**src/rtl/lut_cfg_loader.sv**
```systemverilog
// Serial-to-parallel configuration loader for a bank of fracturable LUTs.
// Streams CFG_WIDTH-bit frames MSB-first and commits each one with a one-cycle per-LUT enable.
module lut_cfg_loader #(
  parameter int INPUTS    = 4,
  parameter int MEM_SIZE  = 2**INPUTS,
  parameter int CFG_WIDTH = 2*MEM_SIZE+1,
  parameter int NUM_LUTS  = 4
) (
  input  logic                 clk,
  input  logic                 rst_n,
  input  logic                 start,
  input  logic                 abort,
  input  logic                 bit_in,
  input  logic                 bit_valid,
  output logic                 bit_ready,
  output logic [CFG_WIDTH-1:0] config_out,
  output logic [NUM_LUTS-1:0]  cen,
  output logic                 busy,
  output logic                 done
);

  localparam int CntW = $clog2(CFG_WIDTH);
  localparam int IdxW = (NUM_LUTS > 1) ? $clog2(NUM_LUTS) : 1;
  localparam logic [CntW-1:0] LastBit = CntW'(CFG_WIDTH-1);
  localparam logic [IdxW-1:0] LastLut = IdxW'(NUM_LUTS-1);

  typedef enum logic [1:0] {IDLE, SHIFT, COMMIT} state_e;

  state_e                 state_q;
  // Only CFG_WIDTH-1 bits are stored: the final bit of a frame goes straight into config_out.
  logic [CFG_WIDTH-2:0]   shreg_q;
  logic [CFG_WIDTH-1:0]   shreg_d;
  logic [CFG_WIDTH-1:0]   config_q;
  logic [CntW-1:0]        bit_cnt_q;
  logic [IdxW-1:0]        lut_idx_q;
  logic [NUM_LUTS-1:0]    cen_q;
  logic                   busy_q;
  logic                   done_q;

  assign shreg_d    = {shreg_q, bit_in};
  assign bit_ready  = (state_q == SHIFT);
  assign config_out = config_q;
  assign cen        = cen_q;
  assign busy       = busy_q;
  assign done       = done_q;

  always_ff @(posedge clk or negedge rst_n) begin
    if (!rst_n) begin
      state_q   <= IDLE;
      shreg_q   <= '0;
      config_q  <= '0;
      bit_cnt_q <= '0;
      lut_idx_q <= '0;
      cen_q     <= '0;
      busy_q    <= 1'b0;
      done_q    <= 1'b0;
    end else begin
      case (state_q)
        IDLE: begin
          cen_q <= '0;
          if (start && !abort) begin
            state_q   <= SHIFT;
            bit_cnt_q <= '0;
            lut_idx_q <= '0;
            done_q    <= 1'b0;
            busy_q    <= 1'b1;
          end
        end
        SHIFT: begin
          // abort outranks both the bit transfer and the commit it could trigger
          if (abort) begin
            state_q <= IDLE;
            cen_q   <= '0;
            busy_q  <= 1'b0;
          end else if (bit_valid) begin
            shreg_q <= shreg_d[CFG_WIDTH-2:0];
            if (bit_cnt_q == LastBit) begin
              config_q <= shreg_d;
              cen_q    <= NUM_LUTS'(1) << lut_idx_q;
              state_q  <= COMMIT;
            end else begin
              bit_cnt_q <= bit_cnt_q + CntW'(1);
            end
          end
        end
        COMMIT: begin
          cen_q <= '0;
          if (abort) begin
            state_q <= IDLE;
            busy_q  <= 1'b0;
          end else if (lut_idx_q == LastLut) begin
            state_q <= IDLE;
            busy_q  <= 1'b0;
            done_q  <= 1'b1;
          end else begin
            lut_idx_q <= lut_idx_q + IdxW'(1);
            bit_cnt_q <= '0;
            state_q   <= SHIFT;
          end
        end
        default: begin
          state_q <= IDLE;
          cen_q   <= '0;
          busy_q  <= 1'b0;
        end
      endcase
    end
  end

endmodule

```
**config.mk**
```make
export PLATFORM = sky130hd
export DESIGN_NAME = lut_cfg_loader
export DESIGN_NICKNAME = d
export VERILOG_FILES = /design/src/rtl/lut_cfg_loader.sv
export SDC_FILE = /design/constraint.sdc
export NUM_CORES = 1
export LEC_CHECK = 0
export BUFFER_PORTS_ARGS = -buffer_cell sky130_fd_sc_hd__buf_2
export CORE_MARGIN = 2
export CORE_UTILIZATION = 59
export DETAILED_ROUTE_END_ITERATION = 16
export PLACE_DENSITY = 0.82
export SLEW_MARGIN = 20
export SYNTH_ARGS = -nofsm -noshare
export SYNTH_HDL_FRONTEND = slang
export SYNTH_SLANG_ARGS = --single-unit
```
**constraint.sdc**
```tcl
create_clock -name clk -period 4.1 [get_ports clk]
set_input_delay 0.82 -clock clk [delete_from_list [all_inputs] [get_ports clk]]
set_output_delay 0.82 -clock clk [all_outputs]
set_load 0.01 [all_outputs]
```
Word-level counts from Yosys, hierarchy flattened

Index checks and enable logic that the tools add are counted.

Add/subtract/negate cells: 2
$mul: 0
Div/mod/pow operators: 0
$lt $le $gt $ge: 0
Equality and inequality tests: 15
Shifts and indexed selects: 1
Mux-type cells: 31
Bitwise logic cells: 1
Reductions and logical operators: 13

Operators with widths:

| kind                                                              | number |
|---|---|
| 6-bit 2-to-1 mux                                                  | 6 |
| 6-bit one-hot mux with 3 select lines                             | 1 |
| 4-bit 2-to-1 mux                                                  | 4 |
| 2-bit != test, second input constant                              | 8 |
| 2-bit 2-to-1 mux                                                  | 7 |
| 4-bit AND reduction                                               | 3 |
| 1-bit 2-to-1 mux                                                  | 9 |
| 3-bit AND reduction                                               | 3 |
| 7-bit AND reduction                                               | 1 |
| 6-bit by 1-bit adder with 6-bit output, second input constant     | 1 |
| 6-bit == test, second input constant                              | 1 |
| 3-bit != test, second input constant                              | 2 |
| 2-bit one-hot mux with 3 select lines                             | 1 |
| 2-bit == test, second input constant                              | 2 |
| 2-bit one-hot mux with 2 select lines                             | 1 |
| 1-bit by 2-bit << shifter with 4-bit output, first input constant | 1 |
| 3-bit by 2-bit != test with 1-bit output, second input constant   | 1 |
| 1-bit one-hot mux with 3 select lines                             | 1 |
| 3-bit nonzero test                                                | 1 |
| 2-bit by 1-bit adder with 2-bit output, second input constant     | 1 |
| 2-bit by 1-bit == test with 1-bit output, second input constant   | 1 |
| 2-bit logical NOT                                                 | 1 |
| 1-bit one-hot mux with 2 select lines                             | 1 |
| 2-bit AND reduction                                               | 1 |
| other kinds (4)                                                   | 4 |

Bits in registers: 81
Latch bits: 0
RAM bits: 0
ROM bits: 0
Output and inout port bits: 40
Logic and storage cells: 71
Memories kept: 0

Depth between registers and ports, before layout

Word-level depth: 5
Gate-level depth with buffers: 7

Worst setup path after synthesis

Ideal clock, no wire load.

Path kind: input to register
From: input port abort
To: register bit_cnt_q[5]
Setup time: 0.126 ns
Arrival time: 2.092 ns
Data required time: 3.974 ns
Slack: 1.882 ns
Stages: 5
Path buffers: 1
Path through: buf_6 or4b_4 o311a_4 o21bai_4 a221o_1

Word-level cells in the longest chain between the ends: 4
Elaborated cells on any way between the ends: 6
Those cells by class: eq/ne (3); reduce/logical (3)

Ends and longest elaborated chain:

| what                              | RTL line | RTL |
|---|---|---|
| start, declared                   | 12       | `input logic abort,` |
| 1-bit logical NOT                 | 61       | `if (start && !abort) begin` |
| 1-bit logical AND                 | 61       |  |
| 2-bit != test (no line)           | n/a      |  |
| 7-bit AND reduction (no line) (*) | n/a      |  |
| end signal, assigned              | 82       | `bit_cnt_q <= bit_cnt_q + CntW'(1);` |
| end, declared                     | 34       | `logic [CntW-1:0] bit_cnt_q;` |

Every way passes the cells marked *; elsewhere a longest branch is shown, timed or not.
A chain may end at the register's enable or synchronous reset.

Worst setup path after layout

From: register state_q[0]
To: output port bit_ready

Word-level cells in the longest chain between the ends: 1

Ends and longest elaborated chain:

| what                                     | RTL line | RTL |
|---|---|---|
| start, declared                          | 29       | `state_e state_q;` |
| start signal, assigned                   | 49       | `state_q <= IDLE;` |
| start signal, assigned                   | 62       | `state_q <= SHIFT;` |
| start signal, assigned                   | 72       | `state_q <= IDLE;` |
| 2-bit by 1-bit == test with 1-bit output | 41       | `assign bit_ready = (state_q == SHIFT);` |
| end, declared                            | 15       | `output logic bit_ready,` |

Every way passes these cells.

==> out/metrics.csv <==
metric,value,unit
first-pass GRT wire length,9530,um
1st-iter DRT viols,138,
maximum clock rate,435,MHz
Hold Crit Class,flip-flop to flip-flop,
routed wire length,5490,um
Die Ht,79.5,um
Syn Area/Cell,14.6,um^2
Core Footprint,5510,um^2
hpwl dp,3600,um
Crit. End Element,primary output,
Rows,27,
maximum vdd drop,0.203,mV
share of cells above drive strength 1,38.7,%
Syn Nets,242,
clock buffer depth,2,
part of the cycle the worst path needs,56.1,%
sequential area share after synthesis,60.3,%
post-route minimum period,2.30,ns
pin count of the biggest net entering global routing,82,
fin nets,291,
max cap viols,0,
CTS resizes,0,
Min Hold Slack,0.482,ns
cts bufs inserted,9,
initial antenna violation count,0,
Setup TNS,0,ns
clock tree root buffer cell,clkbuf_8,
mapped cell area,3360,um^2
fillers,377,
synth warn,0,
final hold viol count,0,
Setup CP Type,flip-flop to primary output,
Worst EP arrival,1.48,ns
DR WL/cell,15.4,um
leak pwr,0.00209,uW
worst rel slew slack,52.8,%
# DRC,0,
vias per cell,5.49,
CTS tree,built,
Worst Path Required,3.28,ns
Port Buffers,45,
CP Max Fanout,9,
drt pass-1 iters,4,
CP Launch Type,flip-flop,
Synth cell types,35,
Yosys reg bits,81,
Horiz. Die Dim,79.5,um
GRT Total Usage,19.4,%
Worst-Margin Slew,0.708,ns
Starting Density,61.1,%
vias in the first global route,1971,
"Clk Latency, worst-skew pair",0.33,ns
worst clock skew,0.00625,ns
total number of vias,1953,
Overflow after GRT,0,
Die ar.,6320,um^2
Sink Count,81,
Antenna diodes,0,
post-CTS setup buffers,0,
Final Max Slew Viols,0,
I/O pin cnt,46,
Final ANT Viol Nets,0,
RD Place Congestion,0.837,
Syn Inst Count,230,
final setup vio count,0,
status,finished clean,
CTS Hold Buffers Added,0,
Power Density,387,nW/um^2
"Reg clk slew, reported paths",0.08,ns
P&R area growth vs syn,13.9,%
RSZ-0062 raised after global routing,false,
CTS H-Tree Depth,3,
==> sequential cells by signal, indices dropped and copies added (netlist names) <==
| name | cells |
|---|---|
| busy | 1 |
| state_q | 2 |
| shreg_q | 32 |
| bit_cnt_q | 6 |
| cen | 4 |
| config_out | 33 |
| lut_idx_q | 2 |
| done | 1 |
==> worst paths after layout <==
check                         startpoint             end  cells past startpoint  slack, ns
max                           state_q[0]       bit_ready                      3       1.80
min                        config_out[6]   config_out[6]                      1       0.48
max reg2reg                   state_q[1]  config_out[32]                      6       1.83
min reg2reg                config_out[6]   config_out[6]                      1       0.48
max in group asynchronous          rst_n   config_out[1]                      1       3.11
min in group asynchronous          rst_n  config_out[17]                      1       0.50
==> metrics by stage <==
step	worst slack (ns)	util, %	instances	total power, uW	area [um^2]
floorplan	1.88	-	230	924	3360
global placement	1.56	66.0	340	957	3630
detailed placement	1.52	66.0	340	963	3630
CTS	1.78	69.5	356	1500	3830
global route	1.68	69.6	356	1550	3830
finish	1.80	69.6	356	1480	3830
==> cell usage in the layout, fill, tap and decap left out, drive strengths merged, types with 2 or more instances in the layout <==
| cell type | netlist | routed |
|---|---|---|
| a21oi | 5 | 5 |
| a22o | 4 | 4 |
| a31oi | 3 | 3 |
| and3 | 2 | 2 |
| buf | 9 | 48 |
| clkbuf | 1 | 12 |
| clkinv | 0 | 3 |
| dfrtp | 81 | 81 |
| ha | 6 | 6 |
| inv | 8 | 8 |
| mux2 | 67 | 67 |
| mux2i | 4 | 4 |
| nand2 | 4 | 4 |
| nand3 | 3 | 3 |
| nor2 | 11 | 11 |
| nor3 | 2 | 2 |
| o21ai | 6 | 6 |
| o31ai | 2 | 2 |
==> synth_stat cells (all sizes together) <==
cell	count	share of area, %
a22o	4	1.1
mux2	67	22
dfrtp	81	60
ha	6	2.2
nor2	11	1.3
nand3	3	0.45
o21ai	6	0.89
and4	1	0.26
nand3b	1	0.60
a311oi	1	0.26
mux2i	4	1.2
a31oi	3	0.56
buf	9	1.9
o41ai	1	0.26
o31ai	2	0.45
or4b	1	0.41
nand4	1	0.19
nor3	2	0.30
nor2b	1	0.19
nand2b	1	0.26
nand2	4	0.45
and3	2	0.41
or2b	1	0.26
a221o	1	0.30
inv	8	0.89
o311a	1	0.63
clkbuf	1	0.22
o21bai	1	0.56
a21oi	5	0.74
==> power breakdown <==
group / leakage, uW / internal, uW / switching [uW]
combinational: 0.000879 / 41.6 / 46.0
sequential: 0.00112 / 829 / 27.2
clock: 0.0000984 / 269 / 269
==> critical path, stage by stage (launching register included) <==
cell and delay [ns]:
dfrtp_1 0.54, or2b_2 0.40, inv_1 0.08, buf_2 0.13
==> metal layers <==
| metal | routed length [um] | global-route usage (%) |
|---|---|---|
| met5 | 0 | 0 |
| met4 | 87 | 8.79 |
| met3 | 214 | 3.51 |
| met2 | 2490 | 28.2 |
| met1 | 2690 | 28.8 |
==> logic make-up after synthesis <==
kind of cell | share of synthesized area, %
flip-flops | 60.3
adder cells (fa/ha/maj) | 2.23
AND/OR/NAND/NOR | 5.06
buffers and inverters | 3.05
multiplexers | 23.6
AO/OA/AOI/OAI | 5.73
==> area by class of cell <==
class	count	area, um^2	area share [%]
Sequential cell	81	2030	52.9
Multi-Input combinational cell	131	1240	32.3
Timing Repair Buffer	48	254	6.63
Clock buffer	12	165	4.31
Tap cell	72	90.1	2.35
Inverter	8	30.0	0.784
Clock inverter	4	26.3	0.686
(Power assumes the default switching activity.)
